==> config.mk <==
export PLATFORM = sky130hd
export DESIGN_NAME = ar_uid_allocator_flat
export DESIGN_NICKNAME = d
export VERILOG_FILES = /design/src/rtl/ar_rob_pkg.sv /design/src/rtl/ar_uid_allocator_if.sv /design/src/rtl/ar_uid_allocator_rr_arbiter.sv /design/src/rtl/ar_uid_allocator.sv /design/src/flat_wrapper.sv
export SDC_FILE = /design/constraint.sdc
export NUM_CORES = 1
export LEC_CHECK = 0
export CAP_MARGIN = 40
export CELL_PAD_IN_SITES_DETAIL_PLACEMENT = 1
export CELL_PAD_IN_SITES_GLOBAL_PLACEMENT = 2
export CORE_ASPECT_RATIO = 0.9
export CORE_UTILIZATION = 34
export CTS_CLUSTER_SIZE = 10
export DETAILED_ROUTE_END_ITERATION = 8
export GPL_TIMING_DRIVEN = 0
export PLACE_DENSITY_LB_ADDON = 0.1
export SLEW_MARGIN = 20
export SYNTH_ARGS = -nofsm -noshare
export SYNTH_HDL_FRONTEND = slang
export SYNTH_SLANG_ARGS = --single-unit
==> constraint.sdc <==
create_clock -name clk -period 2.84 [get_ports clk]
set_clock_uncertainty 0.1 [all_clocks]
set_input_delay 0.71 -clock clk [delete_from_list [all_inputs] [get_ports clk]]
set_output_delay 0.71 -clock clk [all_outputs]
set_load 0.02 [all_outputs]
==> src/rtl/ar_rob_pkg.sv <==
// Shared types and defaults for the read-path UID allocator and its consumers.
// Latency: n/a (declarations only).
// Backpressure: n/a.
package ar_rob_pkg;

  localparam int DEF_ID_WIDTH  = 4;
  localparam int DEF_UID_WIDTH = 4;

  typedef logic [DEF_ID_WIDTH-1:0]  axi_id_t;
  typedef logic [DEF_UID_WIDTH-1:0] uid_t;

  // Allocator FSM encoding
  localparam logic [0:0] ALLOC_IDLE  = 1'b0;
  localparam logic [0:0] ALLOC_GRANT = 1'b1;

endpackage

==> src/rtl/ar_uid_allocator_if.sv <==
// Bundle of allocation, release and lookup signals between ordering units and the UID pool.
// Latency: n/a (wiring only).
// Backpressure: grant is held until the requester acks or withdraws its request.
interface ar_uid_allocator_if #(
  parameter int NUM_REQ   = 2,
  parameter int ID_WIDTH  = ar_rob_pkg::DEF_ID_WIDTH,
  parameter int UID_WIDTH = ar_rob_pkg::DEF_UID_WIDTH
);
  logic [NUM_REQ-1:0]          req_valid;
  logic [NUM_REQ*ID_WIDTH-1:0] req_id;
  logic [NUM_REQ-1:0]          req_ack;
  logic [NUM_REQ-1:0]          gnt;
  logic [UID_WIDTH-1:0]        gnt_uid;
  logic                        rel_valid;
  logic [UID_WIDTH-1:0]        rel_uid;
  logic [UID_WIDTH-1:0]        lookup_uid;
  logic [ID_WIDTH-1:0]         lookup_id;
  logic [UID_WIDTH:0]          free_count;
  logic                        err_rel;

  modport master (
    output req_valid, req_id, req_ack, rel_valid, rel_uid, lookup_uid,
    input  gnt, gnt_uid, lookup_id, free_count, err_rel
  );

  modport slave (
    input  req_valid, req_id, req_ack, rel_valid, rel_uid, lookup_uid,
    output gnt, gnt_uid, lookup_id, free_count, err_rel
  );
endinterface

==> src/rtl/ar_uid_allocator_rr_arbiter.sv <==
// One-hot round-robin picker: first asserted request at or after ptr, wrapping.
// Latency: combinational.
// Backpressure: none; caller decides when the pick is consumed.
module ar_uid_allocator_rr_arbiter #(
  parameter int N  = 2,
  parameter int IW = 1
) (
  input  logic [N-1:0]  req,
  input  logic [IW-1:0] ptr,
  output logic [N-1:0]  gnt,
  output logic [IW-1:0] idx,
  output logic          any
);

  // Scan offsets from the far end so the nearest candidate to ptr wins last
  always_comb begin : pick
    logic [IW-1:0] c;
    gnt = '0;
    idx = '0;
    any = 1'b0;
    c   = '0;
    for (int off = N - 1; off >= 0; off--) begin
      c = IW'((int'(ptr) + off) % N);
      if (req[c]) begin
        gnt    = '0;
        gnt[c] = 1'b1;
        idx    = c;
        any    = 1'b1;
      end
    end
  end

endmodule

==> src/rtl/ar_uid_allocator.sv <==
// Shared UID pool: round-robin grant of the lowest free UID, commit on ack, free on release.
// Latency: 1 cycle req_valid->gnt; at most one grant per 2 cycles; optional AR_UID_ID_LIMIT_EN caps per-ID outstanding.
// Backpressure: grant held stable until req_ack commits it or req_valid drops (reservation returned).
module ar_uid_allocator
  import ar_rob_pkg::*;
#(
  parameter int NUM_REQ    = 2,
  parameter int ID_WIDTH   = DEF_ID_WIDTH,
  parameter int UID_WIDTH  = DEF_UID_WIDTH,
  parameter int MAX_PER_ID = 4
) (
  input  logic clk,
  input  logic rst,
  ar_uid_allocator_if.slave bus
);

  localparam int NUM_UID = 2 ** UID_WIDTH;
  localparam int SEL_W   = (NUM_REQ > 1) ? $clog2(NUM_REQ) : 1;

  logic [0:0]           state_q, state_d;
  logic [NUM_REQ-1:0]   gnt_q, gnt_d;
  logic [UID_WIDTH-1:0] gnt_uid_q, gnt_uid_d;
  logic [SEL_W-1:0]     sel_q, sel_d;
  logic [SEL_W-1:0]     rr_ptr_q, rr_ptr_d;
  logic [NUM_UID-1:0]   free_q, free_d;
  logic [NUM_UID-1:0]   busy_q, busy_d;
  logic [ID_WIDTH-1:0]  table_q [NUM_UID];
  logic [ID_WIDTH-1:0]  table_d [NUM_UID];
  logic [UID_WIDTH:0]   free_count_q, free_count_d;
  logic                 err_rel_q, err_rel_d;

  logic [NUM_REQ-1:0]   elig;
  logic [NUM_REQ-1:0]   arb_gnt;
  logic [SEL_W-1:0]     arb_idx;
  logic                 arb_any;
  logic [UID_WIDTH-1:0] free_idx;
  logic [ID_WIDTH-1:0]  sel_id;
  logic                 reserve, commit, abandon, rel_ok;

  assign sel_id  = bus.req_id[sel_q*ID_WIDTH +: ID_WIDTH];
  assign reserve = (state_q == ALLOC_IDLE) && arb_any;
  assign commit  = (state_q == ALLOC_GRANT) && bus.req_ack[sel_q];
  assign abandon = (state_q == ALLOC_GRANT) && !bus.req_ack[sel_q] && !bus.req_valid[sel_q];
  assign rel_ok  = bus.rel_valid && busy_q[bus.rel_uid];

`ifdef AR_UID_ID_LIMIT_EN
  localparam int NUM_ID = 2 ** ID_WIDTH;
  localparam int CNT_W  = $clog2(MAX_PER_ID + 1);

  logic [CNT_W-1:0]    cnt_q [NUM_ID];
  logic [CNT_W-1:0]    cnt_d [NUM_ID];
  logic [ID_WIDTH-1:0] dec_id;

  assign dec_id = table_q[bus.rel_uid];

  // Requesters need a free UID and an original ID below its outstanding cap
  always_comb begin
    elig = bus.req_valid & {NUM_REQ{|free_q}};
    for (int i = 0; i < NUM_REQ; i++) begin
      if (cnt_q[bus.req_id[i*ID_WIDTH +: ID_WIDTH]] == CNT_W'(MAX_PER_ID)) elig[i] = 1'b0;
    end
  end

  // Per-ID outstanding count: up on commit, down on valid release, net zero if both hit one ID
  always_comb begin
    for (int k = 0; k < NUM_ID; k++) begin
      cnt_d[k] = cnt_q[k];
      if (commit && sel_id == ID_WIDTH'(k) && !(rel_ok && dec_id == ID_WIDTH'(k)))
        cnt_d[k] = cnt_q[k] + CNT_W'(1);
      else if (rel_ok && dec_id == ID_WIDTH'(k) && !(commit && sel_id == ID_WIDTH'(k)))
        cnt_d[k] = cnt_q[k] - CNT_W'(1);
    end
  end

  // Outstanding counters
  always_ff @(posedge clk or negedge rst) begin
    if (!rst) begin
      for (int k = 0; k < NUM_ID; k++) cnt_q[k] <= '0;
    end else begin
      cnt_q <= cnt_d;
    end
  end
`else
  localparam int unused_max_per_id = MAX_PER_ID;

  // Any valid requester is eligible while the pool is not empty
  always_comb begin
    elig = bus.req_valid & {NUM_REQ{|free_q}};
  end
`endif

  ar_uid_allocator_rr_arbiter #(.N(NUM_REQ), .IW(SEL_W)) u_arb (
    .req (elig),
    .ptr (rr_ptr_q),
    .gnt (arb_gnt),
    .idx (arb_idx),
    .any (arb_any)
  );

  // Lowest-index free UID
  always_comb begin
    free_idx = '0;
    for (int u = NUM_UID - 1; u >= 0; u--) begin
      if (free_q[u]) free_idx = UID_WIDTH'(u);
    end
  end

  // Grant FSM, pool state, mapping table and release handling
  always_comb begin
    state_d   = state_q;
    gnt_d     = gnt_q;
    gnt_uid_d = gnt_uid_q;
    sel_d     = sel_q;
    rr_ptr_d  = rr_ptr_q;
    free_d    = free_q;
    busy_d    = busy_q;
    table_d   = table_q;
    err_rel_d = err_rel_q;
    case (state_q)
      ALLOC_IDLE: begin
        if (arb_any) begin
          state_d          = ALLOC_GRANT;
          gnt_d            = arb_gnt;
          gnt_uid_d        = free_idx;
          sel_d            = arb_idx;
          free_d[free_idx] = 1'b0;
        end
      end
      default: begin
        if (commit) begin
          busy_d[gnt_uid_q]  = 1'b1;
          table_d[gnt_uid_q] = sel_id;
          rr_ptr_d = (sel_q == SEL_W'(NUM_REQ - 1)) ? '0 : sel_q + SEL_W'(1);
          state_d  = ALLOC_IDLE;
          gnt_d    = '0;
        end else if (abandon) begin
          free_d[gnt_uid_q] = 1'b1;
          state_d = ALLOC_IDLE;
          gnt_d   = '0;
        end
      end
    endcase
    // A busy UID can never be the reserved one, so release and commit never collide
    if (bus.rel_valid) begin
      if (rel_ok) begin
        busy_d[bus.rel_uid] = 1'b0;
        free_d[bus.rel_uid] = 1'b1;
      end else begin
        err_rel_d = 1'b1;
      end
    end
    free_count_d = free_count_q + (UID_WIDTH+1)'(rel_ok) + (UID_WIDTH+1)'(abandon)
                 - (UID_WIDTH+1)'(reserve);
  end

  // State registers
  always_ff @(posedge clk or negedge rst) begin
    if (!rst) begin
      state_q      <= ALLOC_IDLE;
      gnt_q        <= '0;
      gnt_uid_q    <= '0;
      sel_q        <= '0;
      rr_ptr_q     <= '0;
      free_q       <= '1;
      busy_q       <= '0;
      free_count_q <= (UID_WIDTH+1)'(NUM_UID);
      err_rel_q    <= 1'b0;
      for (int u = 0; u < NUM_UID; u++) table_q[u] <= '0;
    end else begin
      state_q      <= state_d;
      gnt_q        <= gnt_d;
      gnt_uid_q    <= gnt_uid_d;
      sel_q        <= sel_d;
      rr_ptr_q     <= rr_ptr_d;
      free_q       <= free_d;
      busy_q       <= busy_d;
      free_count_q <= free_count_d;
      err_rel_q    <= err_rel_d;
      table_q      <= table_d;
    end
  end

  assign bus.gnt        = gnt_q;
  assign bus.gnt_uid    = gnt_uid_q;
  assign bus.lookup_id  = table_q[bus.lookup_uid];
  assign bus.free_count = free_count_q;
  assign bus.err_rel    = err_rel_q;

endmodule

==> src/flat_wrapper.sv <==
// flat-port wrapper written by rule: the top's interface ports become plain ports
module ar_uid_allocator_flat import ar_rob_pkg::*;
#(
  parameter int NUM_REQ    = 2,
  parameter int ID_WIDTH   = DEF_ID_WIDTH,
  parameter int UID_WIDTH  = DEF_UID_WIDTH,
  parameter int MAX_PER_ID = 4
)
  (clk, rst, bus_req_valid, bus_req_id, bus_req_ack, bus_rel_valid, bus_rel_uid, bus_lookup_uid, bus_gnt, bus_gnt_uid, bus_lookup_id, bus_free_count, bus_err_rel);
  ar_uid_allocator_if #(.NUM_REQ(NUM_REQ), .ID_WIDTH(ID_WIDTH), .UID_WIDTH(UID_WIDTH)) bus_i ();
  input  logic clk;
  input  logic rst;
  input wire logic [$bits(bus_i.req_valid)-1:0] bus_req_valid;
  input wire logic [$bits(bus_i.req_id)-1:0] bus_req_id;
  input wire logic [$bits(bus_i.req_ack)-1:0] bus_req_ack;
  input wire logic [$bits(bus_i.rel_valid)-1:0] bus_rel_valid;
  input wire logic [$bits(bus_i.rel_uid)-1:0] bus_rel_uid;
  input wire logic [$bits(bus_i.lookup_uid)-1:0] bus_lookup_uid;
  output wire logic [$bits(bus_i.gnt)-1:0] bus_gnt;
  output wire logic [$bits(bus_i.gnt_uid)-1:0] bus_gnt_uid;
  output wire logic [$bits(bus_i.lookup_id)-1:0] bus_lookup_id;
  output wire logic [$bits(bus_i.free_count)-1:0] bus_free_count;
  output wire logic [$bits(bus_i.err_rel)-1:0] bus_err_rel;
  assign bus_i.req_valid = bus_req_valid;
  assign bus_i.req_id = bus_req_id;
  assign bus_i.req_ack = bus_req_ack;
  assign bus_i.rel_valid = bus_rel_valid;
  assign bus_i.rel_uid = bus_rel_uid;
  assign bus_i.lookup_uid = bus_lookup_uid;
  assign bus_gnt = bus_i.gnt;
  assign bus_gnt_uid = bus_i.gnt_uid;
  assign bus_lookup_id = bus_i.lookup_id;
  assign bus_free_count = bus_i.free_count;
  assign bus_err_rel = bus_i.err_rel;
  ar_uid_allocator #(.NUM_REQ(NUM_REQ), .ID_WIDTH(ID_WIDTH), .UID_WIDTH(UID_WIDTH), .MAX_PER_ID(MAX_PER_ID)) u_core (.clk(clk), .rst(rst), .bus(bus_i));
endmodule
# Word-level counts from Yosys, hierarchy flattened
# Cells that the tools add are included.
[totals]
register_bits = 111
in_bits = 23
out_inout_bits = 16
word_cells = 144
[classes]
add_sub_neg = 5
order_cmp = 14
n_eq_ne = 1
n_shift = 1
muxes = 67
bitwise_logic = 12
n_reduce_logical = 19
[ops]
columns = ["operator", "count"]
rows = [
  ["16-bit 2-to-1 mux", 10],
  ["4-bit 2-to-1 mux", 19],
  ["64-bit bitwise mux", 1],
  ["16-bit OR", 3],
  ["16-bit AND", 2],
  ["16-bit NOT", 2],
  ["1-bit 2-to-1 mux", 23],
  ["4-bit binary-select mux with 4-bit select", 1],
  ["4-bit demux with 4-bit select", 1],
  ["16-bit OR reduction", 1],
  ["4-bit by 5-bit < comparator with 1-bit output, second input constant", 3],
  ["1-bit demux with 4-bit select", 3],
  ["4-bit by 1-bit >= comparator with 1-bit output, second input constant", 3],
  ["2-bit 2-to-1 mux", 6],
  ["1-bit logical AND", 11],
  ["5-bit by 1-bit adder with 5-bit output", 2],
  ["5-bit >= comparator, second input constant", 2],
  ["4-bit NOT with 5-bit output", 2],
  ["2-bit AND reduction", 4],
  ["8-bit by 4-bit variable part select with 4-bit output", 1],
  ["1-bit by 2-bit < comparator with 1-bit output, second input constant", 3],
  ["5-bit by 1-bit < comparator with 1-bit output, second input constant", 1],
  ["5-bit by 1-bit subtractor with 5-bit output", 1],
  ["1-bit binary-select mux with 4-bit select", 1],
  ["8 further kinds", 13],
]

# Longest topological paths before layout
[depth]
word_depth = 27
mapped_depth = 12
depth_no_buf = 11

# Cells and area by module
# Synthesis repeated with hierarchy kept, for this count alone.
[hier_totals]
hier_cells = 535
hier_area_um2 = 5544.1
[modules_own_cells]
columns = ["module", "n_inst", "cells_each", "area_per_inst_um2", "seq_area_each_um2"]
rows = [
  ["ar_uid_allocator", 1, 530, 5511.5, 2798.9],
  ["ar_uid_allocator_rr_arbiter", 1, 5, 32.5, 0.0],
]

# Worst setup path after synthesis
# OpenSTA, ideal clock, no wires.
[synth_timing]
kind = "input-to-reg"
start = "input port bus_rel_uid[1]"
end = "register u_core.free_count_q[4] (netlist: u_core.bus.free_count[4])"
setup_time_ns = 0.075
arrival_ns = 2.894
required_ns = 2.665
setup_slack_ns = -0.230
path_stages = 11
n_path_buf = 1
cell_sequence = "buf_2 -> mux2i_1 -> nand2_1 -> a311o_1 -> o21ai_0 -> nor2_1 -> fa_1 -> fa_1 -> a21o_1 -> a21oi_1 -> xnor2_1"
[synth_via]
elab_chain_len = 6
[synth_rtl]
columns = ["element", "line_no", "source"]
rows = [
  ["start: declaration", "flat_wrapper.sv:17", "input wire logic [$bits(bus_i.rel_uid)-1:0] bus_rel_uid;"],
  ["1-bit binary-select mux with 4-bit select", "ar_uid_allocator.sv:44", "assign rel_ok = bus.rel_valid && busy_q[bus.rel_uid];"],
  ["1-bit 2-to-1 mux (implied by the code)", "ar_uid_allocator.sv:44", ""],
  ["1-bit logical AND", "ar_uid_allocator.sv:44", ""],
  ["5-bit by 1-bit adder with 5-bit output (2 in series)", "ar_uid_allocator.sv:152", "free_count_d = free_count_q + (UID_WIDTH+1)'(rel_ok) + (UID_WIDTH+1)'(abandon)"],
  ["5-bit by 1-bit subtractor with 5-bit output", "ar_uid_allocator.sv:153", "- (UID_WIDTH+1)'(reserve);"],
  ["net u_core.free_count_d[4]", "ar_uid_allocator.sv:29", "logic [UID_WIDTH:0] free_count_q, free_count_d;"],
  ["end signal: assignment", "ar_uid_allocator.sv:166", "free_count_q <= (UID_WIDTH+1)'(NUM_UID);"],
  ["end signal: assignment", "ar_uid_allocator.sv:177", "free_count_q <= free_count_d;"],
  ["end: declaration", "ar_uid_allocator.sv:29", ""],
]
# The timed path passes the listed nets, and every way through them passes these cells. The select of a mux whose other input is x is not followed.
# A chain may end at the register's enable or synchronous reset.

# Worst setup path in the final report
[layout_timing]
start = "input port bus_lookup_uid[0]"
end = "output port bus_lookup_id[0]"
[layout_via]
elab_chain_len = 4
[layout_rtl]
columns = ["element", "line_no", "source"]
rows = [
  ["start: declaration", "flat_wrapper.sv:18", "input wire logic [$bits(bus_i.lookup_uid)-1:0] bus_lookup_uid;"],
  ["4-bit NOT with 5-bit output (implied by the code)", "ar_uid_allocator.sv:185", "assign bus.lookup_id = table_q[bus.lookup_uid];"],
  ["4-bit binary-select mux with 4-bit select", "ar_uid_allocator.sv:185", ""],
  ["4-bit 2-to-1 mux (implied by the code) (2 in series)", "ar_uid_allocator.sv:185", ""],
  ["end: declaration", "flat_wrapper.sv:21", "output wire logic [$bits(bus_i.lookup_id)-1:0] bus_lookup_id;"],
]
# Every way passes these cells. The select of a mux whose other input is x is not followed.

==> summary.txt <==
status = finished, violations left
failing checks = negative setup slack
syn_nets = 578
die area = 16,600 um2
Worst Max-Slew Pin Slew = 0.7460 ns
Initial Utilization = 0.3518
post-synth cell types = 49
gpl congestion = 0.8205
Iter 0 DRT Violations = 245
ANT cells = 0
asr flop ratio synth = 1.000
area of the multi-input gates = 2565 um2
R2R cell count = 10
RSZ-0062 raised after global routing = true
hold_ws = 0.1570 ns
synth warn = 0
antenna violations before repair = 0
H-Tree Depth = 3
Syn-to-layout area delta = 21.96%
Max-slew headroom = 0.5008
First-pass DRT Iterations = 4
Mapped Area = 5470 um2
Port Buffer Count = 34
Clock Path Buffers = 2
DR vias/cell = 5.394
# rows = 43
pwr dens = 985.3 nW/um2
CP arrival = 2.14 ns
largest net degree at the start of global routing = 72
Clock transition at path regs = 0.08 ns
FF-to-FF Start = u_core.free_q[11]
Layout Nets = 637
Fill cells = 1,751
Max Cap Viol = 0
Hold WC Path Type = in -> async
TritonCTS clock tree = yes
Worst EP required = 2.03 ns
die height = 122.3 um
TritonCTS Buffers = 9
post-synthesis area per instance = 9.964 um2
final WL = 16.33 mm
I/O pin total = 39
share of layout cells above drive strength 1 = 0.1713
Tmin final = 2.949 ns
cells after synthesis = 549
Reg area = 2799 um2
routed vias = 4,396
hold_buf cts = 0
Tot GR Track Use = 0.2135
routed len/inst = 20.03 um
Synth Register Bits = 111
die width = 135.7 um
final hold viol count = 0
Final HPWL DP = 12.02 mm
worst setup margin = -0.1095 ns
number of global-route vias before repair = 4,625
most frequent cells in the layout = nand2_1, dfrtp_1, o21ai_0
static leakage = 0.002854 uW
top cells by area, synth = dfrtp_1, nand2_1, mux4_2
grt ovf = 0
top cell type's share of synthesized area = 0.4300
clock root buffer = clkbuf_16
Final Max Slew Viols = 0
# DRC = 0
setup violators final = 5
Max Freq = 0.3390 GHz
Core Footprint = 15,550 um2
WS Path Type = in -> out
Antenna Nets Post-Route = 0
worst reg2reg endpoint = u_core.bus.free_count[4]
period utilization = 1.039
pre-CTS WS = -1.004 ns
worst skew pair latency = 0.36 ns
CP Max Fanout = 5
element type at the critical path end = primary output
Primary FF master, synth = dfrtp_1
Sink Count = 111
cell accounting for the most synthesized area = dfrtp_1
Critical Path Source Type = primary input
global-route wire length before repair = 26.43 mm
number of flops mapped to enable cells by yosys = 0
r2r setup slk = 0.04 ns
sequential area share after synthesis = 0.5117
setup TNS = -0.3930 ns
Peak supply drop = 0.4637 mV
commonest non-fill, non-tap cell in the layout = nand2_1
-- synth_stat cells (all sizes together) (3+ instances only) --
master	number
nor3	7
o31ai	8
o2111ai	6
nor2	30
nand3	6
mux2i	10
nand2b	6
buf	8
nor3b	4
a21boi	9
nor2b	5
mux2	3
nand2	125
dfrtp	94
inv	23
o21ai	78
a21oi	31
clkbuf	11
xnor2	3
ha	4
a21o	4
nor4	5
mux4	20
a31oi	7
a221oi	5
dfstp	17
-- state kept, by name, summed over array words and instances, names as in the netlist --
| signal | cells |
|---|---|
| u_core.table_q | 64 |
| u_core.bus.gnt_uid | 4 |
| u_core.bus.gnt | 2 |
| u_core.bus.free_count | 5 |
| u_core.sel_q | 1 |
| u_core.busy_q | 16 |
| u_core.bus.err_rel | 1 |
| u_core.rr_ptr_q | 1 |
| u_core.state_q | 1 |
| u_core.free_q | 16 |
-- kinds of logic after synthesis --
group           count (synthesis)  synth area share
compound gates                156            0.1674
xor+xnor                        4          0.006406
fa+ha+maj                       6           0.01647
buf+inv                        42           0.03339
flops                         111            0.5117
mux                            33            0.1068
simple gates                  197            0.1578
-- through the flow --
| stage | std cells | cell area (um2) | utilization | total power, uW |
|---|---|---|---|---|
| 6_report | 815 | 6671 | 0.4291 | 6574 |
| 5_1_grt | 815 | 6671 | 0.4291 | 7041 |
| 3_3_place_gp | 785 | 6113 | 0.3932 | 4993 |
| 2_1_floorplan | 549 | 5520 | - | 4196 |
| 3_5_place_dp | 788 | 6152 | 0.3957 | 5105 |
| 4_1_cts | 812 | 6654 | 0.4279 | 6628 |
-- worst max-delay path, cell delays in order --
cell and delay (ns):
buf_12 0.09, buf_12 0.13, mux4_2 0.53, mux4_2 0.52
buf_6 0.15
-- metal layers --
layer,global-route usage,part of all wire,vias up
met5,0,0,-
met4,0.05688,0.012,0
met3,0.03304,0.040,16
met2,0.3141,0.43,78
met1,0.3237,0.51,2228
li1,-,-,2074
-- how the worst max path moves through the flow --
stage	slack, ns	cells after the start	from	to
finish	-0.11	5	bus_lookup_uid[0]	bus_lookup_id[0]
global route	-0.13	13	bus_rel_uid[1]	u_core.bus.free_count[4]
CTS	-0.12	5	bus_lookup_uid[0]	bus_lookup_id[0]
detailed placement	-1.00	10	bus_req_valid[0]	u_core.bus.free_count[4]
global placement	-3.51	1	rst	u_core.table_q[2]
floorplan	-0.03	11	bus_rel_uid[1]	u_core.bus.free_count[4]
-- where the power goes --
group / switching (uW) / leakage [uW] / total (uW) / internal [uW]
logic: 1370 / 0.00132 / 2430 / 1060
registers: 461 / 0.00137 / 2730 / 2260
clock network: 690 / 0.000163 / 1420 / 726
-- final cells by class --
class | count | share of cell area
clock inverter | 7 | 0.01613
clock buffer | 9 | 0.03376
timing repair buffer | 48 | 0.07127
buffer | 19 | 0.02401
tap | 202 | 0.03788
sequential | 111 | 0.4195
inverter | 23 | 0.01294
multi-input combinational | 396 | 0.3845
-- timing repair --
| action | 4_1_cts | 5_1_grt |
|---|---|---|
| gates cloned | 1 | 0 |
| pin swaps | 5 | 2 |
| gates resized for setup | 54 | 1 |
| setup buffers | 7 | 1 |
| hold endpoints to repair | 0 | 0 |
| endpoints found under the setup margin | 14 | 5 |
Power figures use the tool's default switching activity.
